### src/rtl/sipp_pkg.sv
// Shared types and widths for the SIPP memory-port arbiter.
// The grant_t encoding identifies which client last owned the memory port.
package sipp_pkg;

    localparam int SIPP_ADDR_WIDTH = 8;
    localparam int SIPP_DATA_WIDTH = 16;

    // Request/grant vector bit positions
    localparam int REQ_FETCH = 0;
    localparam int REQ_DATA  = 1;

    typedef enum logic {
        FETCH = 1'b0,
        DATA  = 1'b1
    } grant_t;

endpackage

### src/rtl/sipp_rr_arb2.sv
// Two-input round-robin arbiter: one-hot combinational grant, registered last winner.
// On a tie the client that did not win most recently is granted.
module sipp_rr_arb2
    import sipp_pkg::*;
(
    input  logic       clk,
    input  logic       rst,
    input  logic       en,
    input  logic [1:0] req,
    output logic [1:0] gnt,
    output grant_t     last_grant
);

    always_comb begin
        gnt = 2'b00;
        if (en) begin
            unique case (req)
                2'b01:   gnt = 2'b01;
                2'b10:   gnt = 2'b10;
                2'b11:   gnt = (last_grant == FETCH) ? 2'b10 : 2'b01;
                default: gnt = 2'b00;
            endcase
        end
    end

    // Idle cycles leave the record untouched so fairness survives gaps
    always_ff @(posedge clk) begin
        if (rst) begin
            last_grant <= FETCH;
        end else if (|gnt) begin
            last_grant <= gnt[REQ_DATA] ? DATA : FETCH;
        end
    end

endmodule

### src/rtl/sipp_mem_arbiter.sv
// Arbitrates the SIPP fetch and load/store clients onto the single-port memory,
// returning registered read data one cycle after each grant.
module sipp_mem_arbiter
    import sipp_pkg::*;
#(
    parameter int ADDR_WIDTH = SIPP_ADDR_WIDTH,
    parameter int DATA_WIDTH = SIPP_DATA_WIDTH
) (
    input  logic                  clk,
    input  logic                  rst,
    input  logic                  if_req,
    input  logic [ADDR_WIDTH-1:0] if_addr,
    output logic                  if_gnt,
    output logic                  if_rsp_valid,
    output logic [DATA_WIDTH-1:0] if_rsp_data,
    input  logic                  d_req,
    input  logic                  d_we,
    input  logic [ADDR_WIDTH-1:0] d_addr,
    input  logic [DATA_WIDTH-1:0] d_wdata,
    output logic                  d_gnt,
    output logic                  d_rsp_valid,
    output logic [DATA_WIDTH-1:0] d_rsp_data,
    output logic [ADDR_WIDTH-1:0] mem_addr,
    output logic                  mem_rd,
    output logic                  mem_wr,
    output logic [DATA_WIDTH-1:0] mem_w_data,
    input  logic [DATA_WIDTH-1:0] mem_r_data
);

    logic [1:0]            req;
    logic [1:0]            gnt;
    grant_t                last_grant;
    logic                  if_vld_p1;
    logic                  d_vld_p1;
    logic [DATA_WIDTH-1:0] if_data_p1;
    logic [DATA_WIDTH-1:0] d_data_p1;

    assign req[REQ_FETCH] = if_req;
    assign req[REQ_DATA]  = d_req;

    sipp_rr_arb2 u_arb (
        .clk        (clk),
        .rst        (rst),
        .en         (~rst),
        .req        (req),
        .gnt        (gnt),
        .last_grant (last_grant)
    );

    assign if_gnt = gnt[REQ_FETCH];
    assign d_gnt  = gnt[REQ_DATA];

    // Stage p0: drive the memory port from the granted client
    always_comb begin
        mem_addr   = '0;
        mem_rd     = 1'b0;
        mem_wr     = 1'b0;
        mem_w_data = '0;
        if (if_gnt) begin
            mem_addr = if_addr;
            mem_rd   = 1'b1;
        end else if (d_gnt) begin
            mem_addr   = d_addr;
            mem_rd     = ~d_we;
            mem_wr     = d_we;
            mem_w_data = d_wdata;
        end
    end

    // Stage p1: capture the response for whichever client was granted
    always_ff @(posedge clk) begin
        if (rst) begin
            if_vld_p1  <= 1'b0;
            d_vld_p1   <= 1'b0;
            if_data_p1 <= '0;
            d_data_p1  <= '0;
        end else begin
            if_vld_p1 <= if_gnt;
            d_vld_p1  <= d_gnt;
            if (if_gnt) begin
                if_data_p1 <= mem_r_data;
            end
            if (d_gnt) begin
                d_data_p1 <= d_we ? '0 : mem_r_data;
            end
        end
    end

    // A reset arriving in the response cycle cancels that response
    assign if_rsp_valid = if_vld_p1 & ~rst;
    assign d_rsp_valid  = d_vld_p1 & ~rst;
    assign if_rsp_data  = if_data_p1;
    assign d_rsp_data   = d_data_p1;

    a_gnt_onehot : assert property (@(posedge clk) !(if_gnt && d_gnt));

    a_rr_tie : assert property (@(posedge clk) disable iff (rst)
        (req == 2'b11) |-> (d_gnt == (last_grant == FETCH)));

endmodule

### config.mk
export PLATFORM = sky130hd
export DESIGN_NAME = sipp_mem_arbiter
export DESIGN_NICKNAME = d
export VERILOG_FILES = /design/src/rtl/sipp_pkg.sv /design/src/rtl/sipp_rr_arb2.sv /design/src/rtl/sipp_mem_arbiter.sv
export SDC_FILE = /design/constraint.sdc
export NUM_CORES = 1
export LEC_CHECK = 0
export BUFFER_PORTS_ARGS = -buffer_cell sky130_fd_sc_hd__clkbuf_2
export CAP_MARGIN = 30
export CORE_MARGIN = 2
export CORE_UTILIZATION = 35
export CTS_CLUSTER_DIAMETER = 30
export CTS_CLUSTER_SIZE = 10
export DETAILED_ROUTE_END_ITERATION = 12
export HOLD_SLACK_MARGIN = 0.08
export PLACE_DENSITY = 0.78
export SLEW_MARGIN = 10
export SYNTH_ARGS = -nofsm -noshare
export SYNTH_HDL_FRONTEND = slang
export SYNTH_SLANG_ARGS = --single-unit
### constraint.sdc
create_clock -name clk -period 1.95 [get_ports clk]
set_clock_uncertainty 0.15 [all_clocks]
set_input_delay 0.0975 -clock clk [delete_from_list [all_inputs] [get_ports clk]]
set_output_delay 0.0975 -clock clk [all_outputs]
set_load 0.05 [all_outputs]
---- Word level (Yosys, flattened, before mapping) ----
Cells that the tools add are included.
W data, S select, Z words.
storage, ports and cells
  bits in registers ....................... 35
operators by class
  muxes and demuxes ....................... 13
  bitwise gates (word level) .............. 4
  reductions and logical operators ........ 1
  equal/unequal tests ..................... 3
operators by type and width
  operator              number
  $mux W16              3
  $mux W8               2
  $pmux W2 S3           1
  $mux W1               5
  $eq A2 B2 Y1 const B  2
  $mux W2               2
  $and A1 B1 Y1         2
  $eq A2 B1 Y1 const B  1
  $not A1 Y1            2
  $reduce_or A2 Y1      1

---- Logic depth before layout (Yosys ltp) ----
Gate-level depths: netlist of run 1.
  word-level depth ........................ 5
  depth in mapped cells ................... 5

---- Cells and area by module ----
A second synthesis of run 1 with hierarchy kept.
second synthesis, totals
  cell total of the unflattened synthesis .. 171
  area total of the unflattened synthesis .. 1567.8 sq um
by module, submodules not included
  module            sequential area each (sq um)  times used  cells an instance  area an instance (sq um)
  sipp_mem_arbiter  680.7                         1           163                1512.7
  sipp_rr_arb2      20.0                          1           8                  55.1

---- Least setup slack after synthesis of run 1 ----
Ideal clock, no wire load.
  path kind ............................... reg2out
  start point ............................. reg u_arb.last_grant
  end point ............................... out mem_rd
  buffers on the path ..................... 2
  cell stages (with the launch flop) ...... 5
  required time ........................... 1.702 ns
  arrival time ............................ 1.989 ns
  slack ................................... -0.287 ns
  path through ............................ dfxtp_1 > a21bo_2 > buf_6 > buf_2 > o31ai_1
between the ends
  word-level cells in the longest chain between the ends .. 5
RTL lines
  element                 line                    source
  start, declared         sipp_rr_arb2.sv:11      output grant_t last_grant
  start signal, assigned  sipp_rr_arb2.sv:31      last_grant <= gnt[REQ_DATA] ? DATA : FETCH;
  $mux W2 (*)             sipp_rr_arb2.sv:20      2'b11: gnt = (last_grant == FETCH) ? 2'b10 : 2'b01;
  $pmux W2 S3 (*)         sipp_rr_arb2.sv:17      unique case (req)
  $mux W2 (*)             sipp_rr_arb2.sv:16      if (en) begin
  $mux W1                 sipp_mem_arbiter.sv:62  end else if (d_gnt) begin
  $mux W1 (*)             sipp_mem_arbiter.sv:59  if (if_gnt) begin
  end, declared           sipp_mem_arbiter.sv:24  output logic mem_rd,
Every way passes the cells marked *; elsewhere a longest branch is shown, timed or not.

---- Worst setup path in the final report of run 1 ----
  start point ............................. reg u_arb.last_grant
  end point ............................... out mem_addr[0]
between the ends
  word-level cells in the longest chain between the ends .. 5
RTL lines
  element          line                    source
  $mux W2 (*)      sipp_rr_arb2.sv:20
  $pmux W2 S3 (*)  sipp_rr_arb2.sv:17
  $mux W2 (*)      sipp_rr_arb2.sv:16
  $mux W8          sipp_mem_arbiter.sv:62
  $mux W8 (*)      sipp_mem_arbiter.sv:59
  end, declared    sipp_mem_arbiter.sv:23  output logic [ADDR_WIDTH-1:0] mem_addr,
Marks and branches as above.

==> results of run 1 <==
## final timing paths
kind,endpoint
setup / recovery,mem_addr[0]
hold / removal,d_rsp_data[9]
setup reg to reg,if_rsp_data[3]
hold reg to reg,d_rsp_data[7]
## state kept, by name, indices dropped and copies added (netlist names)
signal / flops
d_rsp_data: 16
if_rsp_data: 16
d_vld_p1: 1
if_vld_p1: 1
u_arb.last_grant: 1
## kinds of logic (layout without fill, tap and decap cells)
family,after synthesis,in the layout
and+or+nand+nor,72,73
DFF,35,35
AOI/OAI and AO/OA,28,28
muxes,16,16
buffers and inverters,14,147
## repair_timing
item | 4_1_cts | 5_1_grt
hold buffers | 18 | 0
endpoints found under the hold margin | 33 | 0
setup endpoints to repair | 0 | 5
buffers inserted | 0 | 0
## per-layer routing
layer  global-route usage [%]  vias up
li1                         -      823
met1                     19.6      732
met2                     30.5       73
met3                     4.28        7
met4                     6.79        0
met5                        0        -
## worst min-delay path, delay by kind of cell
kind / cells / cell delay, ns
AO/OA/AOI/OAI: 2 / 0.23
buffers and inverters: 1 / 0.10
AND/OR/NAND/NOR: 1 / 0.08
## synthesized netlist by cell type, drive strengths merged (2+ instances only)
| master | count | area, um2 |
|---|---|---|
| a21oi | 17 | 85.1 |
| a22o | 8 | 70.1 |
| and2 | 17 | 106 |
| buf | 11 | 93.8 |
| dfxtp | 35 | 701 |
| inv | 2 | 7.50 |
| mux2 | 16 | 210 |
| nand2 | 16 | 60.1 |
| nand3b | 17 | 128 |
| nor2 | 2 | 23.8 |
| nor2b | 18 | 113 |
## stage by stage
stage	total power, uW	utilization [%]	cell area, um2	hold WS, ns	cells
4_1_cts	1840	56.0	2490	0.0899	350
2_1_floorplan	1170	-	1650	0.0909	165
3_3_place_gp	1300	50.1	2230	0.194	324
6_report	1830	56.3	2500	0.124	351
3_5_place_dp	1310	50.1	2230	0.197	324
5_1_grt	1910	56.3	2500	0.139	351
## cell usage in the layout (no fill, tap or decap), types with 2 or more instances in the layout
cell,count
a21oi_1,17
a22o_1,8
and2_1,17
buf_4,5
clkbuf_1,2
clkbuf_2,114
clkbuf_8,5
dfxtp_1,35
dlygate4sd3_1,18
mux2_2,8
mux2_4,8
nand2_1,16
nand3b_1,17
nor2b_1,18
## layout make-up
class / count / share of cell area [%]
Tap cell: 52 / 2.60
Timing Repair Buffer: 137 / 31.5
Sequential cell: 35 / 28.0
Clock buffer: 7 / 3.05
Clock inverter: 1 / 0.200
Inverter: 2 / 0.300
Multi-Input combinational cell: 117 / 34.3
## where the power goes
part           switching [uW]  leakage [uW]  internal (uW)
combinational             366      0.000938            184
sequential               19.6      0.000287            755
clock                     257     0.0000422            251
==> flow_summary.ini, run 1 <==
[setup_path]
path_max_fanout = 13
cp-end-kind = primary output
crit_type = reg2out
crit_family = compound AO/OA/AOI/OAI gates
critPathRequiredTime_ns = 1.70
start_kind = flop
crit_path_cell_trace = a21bo_2, nor2_4, a22o_1, clkbuf_2
reg2reg_depth = 4
rrSetupSlack_ns = 0.36
crit_path_top_delay_cell = dfxtp_1
path_depth = 4
critPathMaxStageDelay_ns = 0.33
startpoint = u_arb.last_grant
r2r_start = u_arb.last_grant
cp.arrival_ns = 1.62
path_buf_inv = 1

[yosys]
syn_nets = 218
ys.flop_type = dfxtp_1
synth_compound_area_share_pct = 11.2
synth_warnings = 0
synthArstFlopShare_pct = 0
synthCells = 165
ys_ff_latch = 35
synth-edff-count = 0
synthSimpleGateAreaFrac_pct = 27.1
ys_seq_area_share_pct = 42.6
synth_top_family_by_area = simple AND/OR/NAND/NOR gates
synthAdderAreaFrac_pct = 0
synth_cell_types = 23
synth_xor_xnor_area_share_pct = 0
syn_area_per_cell_um2 = 9.98
synthMuxAreaShare_pct = 12.8
netlist_area_um2 = 1650

[cts]
clk_pin_slew_ns = 0.07
cts_tree = done
clock_sinks = 35
clockRootBuffer = clkbuf_8
cts-resized-gates = 0
clockBufferDepth = 2
cts_made_buffers = 5
clk-insertion-delay-late_ns = 0.28
h-tree-depth = 2

[placed_design]
hpwl_mm = 3.24
dp_slack_ns = 0.373
gp_congestion = 0.739
io_buffers = 114

[route]
wl_met2_mm = 2.34
wirelength_mm = 4.66
drt_iter0_drc = 27
vias_per_cell = 4.66
post_drt_wl_per_cell_um = 13.3
drtPass1Iterations = 4
dr_wl_met3_um = 339
highest_layer = met4
met1Wirelength_mm = 1.92
drc = 0
drtAntennaViolNets = 0
vias = 1635

[timing]
post-route-min-period_ns = 1.87
rsz0062_at_grt = false
setup_viol = 0
finalCritPeriodShare_pct = 95.7
slew_headroom_pct = 70.3
hold_viol = 0
fmax_mhz = 536
slew_viol_final = 0
fin_ws_ns = 0.0839
tightest_slew_ns = 0.446
setup_tns_ns = 0

[global_routing]
grt_pass1_vias = 1570
grt_max_degree = 27
overflow = 0
grt_pass1_wl_mm = 7.06
grt_use_total_pct = 17.1
antenna_found_initial = 0

[cells_and_area]
area_growth_pct = 51.8
seqCellArea_um2 = 701
nNetsFinal = 351
antenna_cells = 0
multi_input_area_um2 = 857
layout-drive-gt1-share_pct = 49.5
nFillCells = 403

[power]
power.leakage_uw = 0.00127
p_per_area_nw_per_um2 = 733
ir_drop_mv = 0.451

[min_path]
worstHoldPathCells = 4
hp-start = d_req
hold_class = in2reg

[die]
core_area_um2 = 4440
io_pins = 115
rows = 24
die_w_um = 72.6
initial_core_util_pct = 37.0
die_area_um2 = 5270
die_h_um = 72.6

[status]
status = finished, final reports clean

[run]
maxCapViolations = 0
Power figures use the tool's default switching activity.
==> run 2: changes to the inputs <==
Clock period 1.95 ns to 1.75 ns, I/O delays scaled along.
==> run 2 against run 1 <==
  * Flip-flop and latch count did not move
  * Sequential share of layout area fell by 2.7 points
  * Utilization rose by 6.1 points
  * Critical path depth did not move
  * Critical path type unchanged
  * Highest routed layer unchanged
==> flow_summary.ini, run 2 (synthesis results as in run 1) <==
[timing]
post-route-min-period_ns = 1.72
hold_viol = 0
setup_viol = 0
tightest_slew_ns = 0.447
finalCritPeriodShare_pct = 98.6
slew_viol_final = 0
hold-worst-slack_ns = 0.215
rsz0062_at_grt = true
fin_ws_ns = 0.0250
slew_headroom_pct = 70.2
fmax_mhz = 580

[cts]
cts_tree = done
clockBufferDepth = 2
h-tree-depth = 2
clockRootBuffer = clkbuf_8
clock_sinks = 35
clk_pin_slew_ns = 0.07
cts_made_buffers = 5
clk-insertion-delay-late_ns = 0.28

[setup_path]
critPathRequiredTime_ns = 1.51
cp.arrival_ns = 1.49
path_max_fanout = 6
reg2reg_depth = 5
start_kind = flop
crit_type = reg2out
cp-end-kind = primary output

[die]
die_w_um = 72.6
die_area_um2 = 5270
io_pins = 115
die_h_um = 72.6
initial_core_util_pct = 37.0
core_area_um2 = 4440
rows = 24

[cells_and_area]
antenna_cells = 0
nFillCells = 369
layout-drive-gt1-share_pct = 51.3
final_cell_mix = clkbuf_2, dfxtp_1, dlygate4sd3_1, nor2b_1
fin_util_pct = 62.4
final_cells = 360
final_common_cell = clkbuf_2
nNetsFinal = 361
area_growth_pct = 68.4

[route]
post_drt_wl_per_cell_um = 14.5
drtAntennaViolNets = 0
drc = 0
vias_per_cell = 4.86
drtPass1Iterations = 4
wirelength_mm = 5.22
drt_iter0_drc = 62
vias = 1751

[min_path]
worstHoldPathCells = 3
hold_class = in2reg

[global_routing]
grt_pass1_wl_mm = 7.53
overflow = 0
grt_use_total_pct = 18.4
antenna_found_initial = 0
grt_max_degree = 22
grt_pass1_vias = 1706

[power]
power.leakage_uw = 0.00136
power_uw = 2240
ir_drop_mv = 0.600
p_per_area_nw_per_um2 = 808

[placed_design]
dp_slack_ns = 0.215
io_buffers = 114
hpwl_mm = 3.23
gp_congestion = 0.760
placed_cells = 324

[status]
status = finished, final reports clean

[run]
maxCapViolations = 0
==> run 2: cell types whose count changed in the layout (fill, tap and decap cells not counted), sizes merged <==
cell         before  now
bufinv            0    1
clkbuf          121  106
buf               5   26
dlygate4sd3      18   19
nor2              3    5
clkinv            1    0
==> run 2: routing by layer <==
| layer | global-route usage, % | part of all wire (%) | up-vias |
|---|---|---|---|
| li1 | - | - | 849 |
| met1 | 18.8 | 37 | 808 |
| met2 | 35.6 | 53 | 84 |
| met3 | 3.31 | 7.7 | 10 |
| met4 | 8.44 | 1.9 | 0 |
| met5 | 0 | 0 | - |
==> run 2: cell type report <==
class | count | area (um2) | area share [%]
Timing Repair Buffer | 145 | 1000 | 36.1
Multi-Input combinational cell | 119 | 895 | 32.3
Sequential cell | 35 | 702 | 25.3
Clock buffer | 6 | 72.6 | 2.62
Tap cell | 52 | 65.1 | 2.35
Clock inverter | 1 | 30.0 | 1.08
Inverter | 2 | 7.51 | 0.271
==> run 2: where the power goes <==
part / leakage (uW) / internal, uW / total [uW] / switching [uW]
Clock: 0.0000513 / 417 / 688 / 271
Sequential: 0.000287 / 842 / 864 / 22.7
Combinational: 0.00102 / 260 / 687 / 427
==> run 2: critical path, stage by stage, from the launching register on <==
cell and delay [ns]:
dfxtp_2 0.34, a21bo_4 0.29, nor2_4 0.17, and2_1 0.17, clkbuf_4 0.23
==> run 2: path summary, 6_finish.rpt <==
check	startpoint	end	slack, ns
setup reg to reg	u_arb.last_grant	if_rsp_data[4]	0.14
hold / removal	d_we	d_rsp_data[14]	0.22
setup / recovery	u_arb.last_grant	mem_w_data[6]	0.03
hold reg to reg	d_rsp_data[7]	d_rsp_data[7]	0.30
==> run 2: what timing repair did <==
action	4_1_cts	5_1_grt
buffers inserted	0	7
pin swaps	2	1
endpoints found under the setup margin	26	28
gates resized for setup	35	21
hold buffers	19	0
cloned	1	2
endpoints found under the hold margin	33	0
==> run 2: metrics by stage <==
stage	TNS, ns	cell area (um2)
after floorplan	0	1660
after global placement	0	2250
after detailed placement	0	2250
after CTS	0	2670
after global routing	-0.155	2770
final	0	2770
